$ cat src/rtl/fifo_user.sv
// First-word fall-through fifo plus a small sequencer that pushes one constant
// word into an output queue, then raises a sticky done flag.
module fifo #(
  parameter int WIDTH = 32,
  parameter int DEPTH = 16
) (
  input  logic             clk,
  input  logic             rst,
  input  logic             write_valid,
  output logic             write_ready,
  input  logic [WIDTH-1:0] in_data,
  input  logic             read_valid,
  output logic             read_ready,
  output logic [WIDTH-1:0] out_data
);
  localparam int AW = $clog2(DEPTH);
  localparam int CW = $clog2(DEPTH + 1);

  logic [WIDTH-1:0] mem [DEPTH];
  logic [AW-1:0]    rd_ptr;
  logic [AW-1:0]    wr_ptr;
  logic [CW-1:0]    count;
  logic             do_push;
  logic             do_pop;

  assign write_ready = (count != CW'(DEPTH));
  assign read_ready  = (count != '0);
  assign do_push     = write_valid && write_ready;
  assign do_pop      = read_valid && read_ready;
  assign out_data    = mem[rd_ptr];

  // DEPTH is a power of two, so pointers wrap by natural overflow.
  always_ff @(posedge clk) begin
    if (rst) begin
      rd_ptr <= '0;
      wr_ptr <= '0;
      count  <= '0;
    end else begin
      if (do_push) wr_ptr <= wr_ptr + 1'b1;
      if (do_pop)  rd_ptr <= rd_ptr + 1'b1;
      count <= count + CW'(do_push) - CW'(do_pop);
    end
  end

  // Storage is never cleared; reset only blocks a write in the same edge.
  always_ff @(posedge clk) begin
    if (!rst && do_push) mem[wr_ptr] <= in_data;
  end
endmodule


$ cat config.mk
export PLATFORM = sky130hd
export DESIGN_NAME = fifo
export DESIGN_NICKNAME = d
export VERILOG_FILES = /design/src/rtl/fifo_user.sv
export SDC_FILE = /design/constraint.sdc
export NUM_CORES = 1
export LEC_CHECK = 0
export ABC_AREA = 1
export BUFFER_PORTS_ARGS = -buffer_cell sky130_fd_sc_hd__buf_2
export CAP_MARGIN = 20
export CORE_MARGIN = 4
export CORE_UTILIZATION = 60
export CTS_BUF_LIST = sky130_fd_sc_hd__clkbuf_8
export DETAILED_ROUTE_END_ITERATION = 12
export PLACE_DENSITY = 0.77
export SLEW_MARGIN = 10
export SYNTH_ARGS = -nofsm -noshare
export SYNTH_HDL_FRONTEND = slang
export SYNTH_SLANG_ARGS = --single-unit
export TNS_END_PERCENT = 1
$ cat constraint.sdc
create_clock -name clk -period 9.07 [get_ports clk]
set_clock_uncertainty 0.15 [all_clocks]
set_input_delay 0.907 -clock clk [delete_from_list [all_inputs] [get_ports clk]]
set_output_delay 0.907 -clock clk [all_outputs]
set_load 0.1 [all_outputs]
==> summary.txt <==
outcome -> finished clean
Seq/Total Area, Yosys -> 68.5%
PD cells -> 256 nW/µm²
switch share -> 37.0%
pin count of the biggest net entering global routing -> 101
Max stage delay cell, worst path -> buf_4
RSZ-0062 raised after global routing -> no
Area contributors post-synth -> edfxtp_1 67%, nand2_1 11%, nand3_1 8.6%
Die W -> 204 µm
syn_nets -> 2246
commonest non-fill, non-tap cell in the layout -> nand2_1
CP Data Required Time -> 8.01 ns
starting density of the core -> 60.9%
vias in the first global route -> 15307
Post-Layout Inst Area -> 25100 µm²
setup violators final -> 0
largest stage delay on the critical path -> 0.83 ns
cells along the critical path -> buf_4 > buf_4 > nand2_1 > nand2_1 > nand2_1 > nand3_1 > nand3_1 > nand2_1 > buf_2
TNS Setup -> 0 ns
clk root buf -> clkbuf_8
Yosys cell types -> 21
largest area contributor in the netlist -> edfxtp_1
initial antenna violation count -> 5
CTS tree -> yes
CP Class -> flop to output port
worst reg2reg path depth -> 8
r2r startpoint -> count[3]$_SDFF_PP0_
vias per inst -> 5.40
P&R area growth vs syn -> 9.28%
Clock Path Buffers -> 3
Crit path top cell by count -> nand2_1
#FFs+latches synth -> 529
part of the cycle the worst path needs -> 55.3%
dpl cells -> 2700
Main synth FF type -> edfxtp_1
routed wire length -> 52600 µm
relative slew slack -> 28.5%
first-pass GRT wire length -> 81800 µm
top-area cell type share of the netlist area -> 67.0%
internal power -> 4.04 mW
final worst setup slack -> 4.05 ns
final worst path period need -> 5.02 ns
Post-DRT Antenna Nets -> 0
Comb pwr share -> 28.4%
Seq pwr share -> 43.3%
layout net count -> 2323
Pins Over Slew Limit -> 0
startpoint type of the worst setup path -> flop
# port buffers -> 69
Detailed Place HPWL -> 27300 µm
hold_buf cts -> 0
max frequency -> 199 MHz
end of the worst hold path -> count[1]$_SDFF_PP0_
IO Pins -> 70
mean area per synthesized cell -> 10.4 µm²
Worst Path Arrival -> 3.96 ns
hold crit path type -> input pin to flop
worst slew pin tran -> 1.07 ns
Num CTS Buffers -> 83
vias -> 15411
Congestion Overflow GR -> 0
hold slack -> 0.342 ns
pre-CTS setup slack -> 4.72 ns
FF-to-FF End -> mem[6][12]$_DFFE_PP_
CTS sink cnt -> 529
most frequent cells in the layout -> 694 x nand2_1, 512 x edfxtp_1, 432 x inv_1
worst skew pair latency -> 0.64 ns
Total GRT Usage -> 25.5%
Post-synth EDFFs -> 512
final total power -> 6.41 mW
TritonRoute pass-1 iters -> 5
height of the chip -> 204 µm
Leak -> 10.8 nW
CTS-repair resized insts -> 0
Cell Area, Synth -> 22900 µm²
placed instance area -> 23600 µm²
residual DRC count -> 0
layout cell share with drive strength beyond 1 -> 9.36%
routability congestion estimate -> 0.787
FF-to-FF setup slack -> 5.98 ns
CTS clk-pin slew, worst paths -> 0.06 ns
fin cells -> 2853
Core Footprint -> 37700 µm²
final core utilization -> 66.5%
Setup Fix Bufs, Post-CTS -> 0
htree depth -> 3
row count -> 71
Hold Path Cell Cnt -> 2
part of the power in the clock network -> 28.3%
total die area -> 41400 µm²
CP Capture Type -> output port
Max IR drop VDD -> 0.242 mV
worst-path maximum fanout -> 89
Synth Warn # -> 0
number of max-cap violations -> 0
Routed wire per std cell -> 18.4 µm
1st-iter DRT viols -> 1494
Mapped Cells -> 2198
Post-synth ARST share -> 0%
Worst Hold Launch -> rst
Psw -> 2.37 mW
final hold violations -> 0
==> layer usage <==
layer  track usage, %  share of wire, %
met1             34.0                39
met2             41.4                48
met3             5.12               9.8
met4             11.1               3.1
met5                0             0.059
==> worst max path at each step <==
stage	start	to	slack (ns)	cells past startpoint
global route	flop	out_data[24]	3.77	9
global placement	flop	out_data[24]	4.75	9
floorplan	count[2]$_SDFF_PP0_	mem[0][0]$_DFFE_PP_	5.14	7
detailed placement	flop	out_data[24]	4.72	9
finish	flop	out_data[24]	4.05	9
CTS	flop	out_data[24]	4.03	9
==> registers in the layout, summed over array words and instances (netlist names), named ones only <==
signal	cells
mem	512
count	5
rd_ptr	4
wr_ptr	4
==> critical path, delay by kind of cell (launching register included) <==
kind	cells	cell delay, ns
and+or+nand+nor	6	0.60
buffers and inverters	3	2.01
DFF	1	0.64
==> cell type report <==
cell class | count | area [µm²]
Fill cell | 2818 | 12600
Sequential cell | 529 | 15700
Clock buffer | 86 | 1180
Tap cell | 511 | 639
Clock inverter | 64 | 295
Inverter | 413 | 1560
Multi-Input combinational cell | 1150 | 5080
Timing Repair Buffer | 98 | 583
Antenna cell | 2 | 5.00
==> cells by family (layout without fill, tap and decap cells) <==
group	after synthesis	in the layout	share of synthesized area (%)
adders and majority gates	12	12	0.687
and+or+nand+nor	1126	1126	20.6
DFF	529	529	68.5
AOI/OAI and AO/OA	9	9	0.196
other	0	2	0
buffers and inverters	519	661	9.88
xor gates and xnor gates	3	3	0.115
==> power groups by stage <==
stage	sequential, mW	combinational, mW	clock [mW]
global placement	2.83	1.77	0
finish	2.78	1.82	1.81
CTS	2.78	1.81	1.84
global route	2.78	1.97	1.96
floorplan	2.81	1.52	0
detailed placement	2.83	1.80	0
==> synthesized netlist by cell type (5+ instances only) <==
master    number
dfxtp_1       17
nand2_1      694
ha_1          11
edfxtp_1     512
buf_2         45
nand3_1      392
buf_6         27
buf_1         15
clkbuf_1      10
inv_1        411
a21oi_1        5
nor2_1        36
buf_4          7
(Power assumes the default switching activity.)
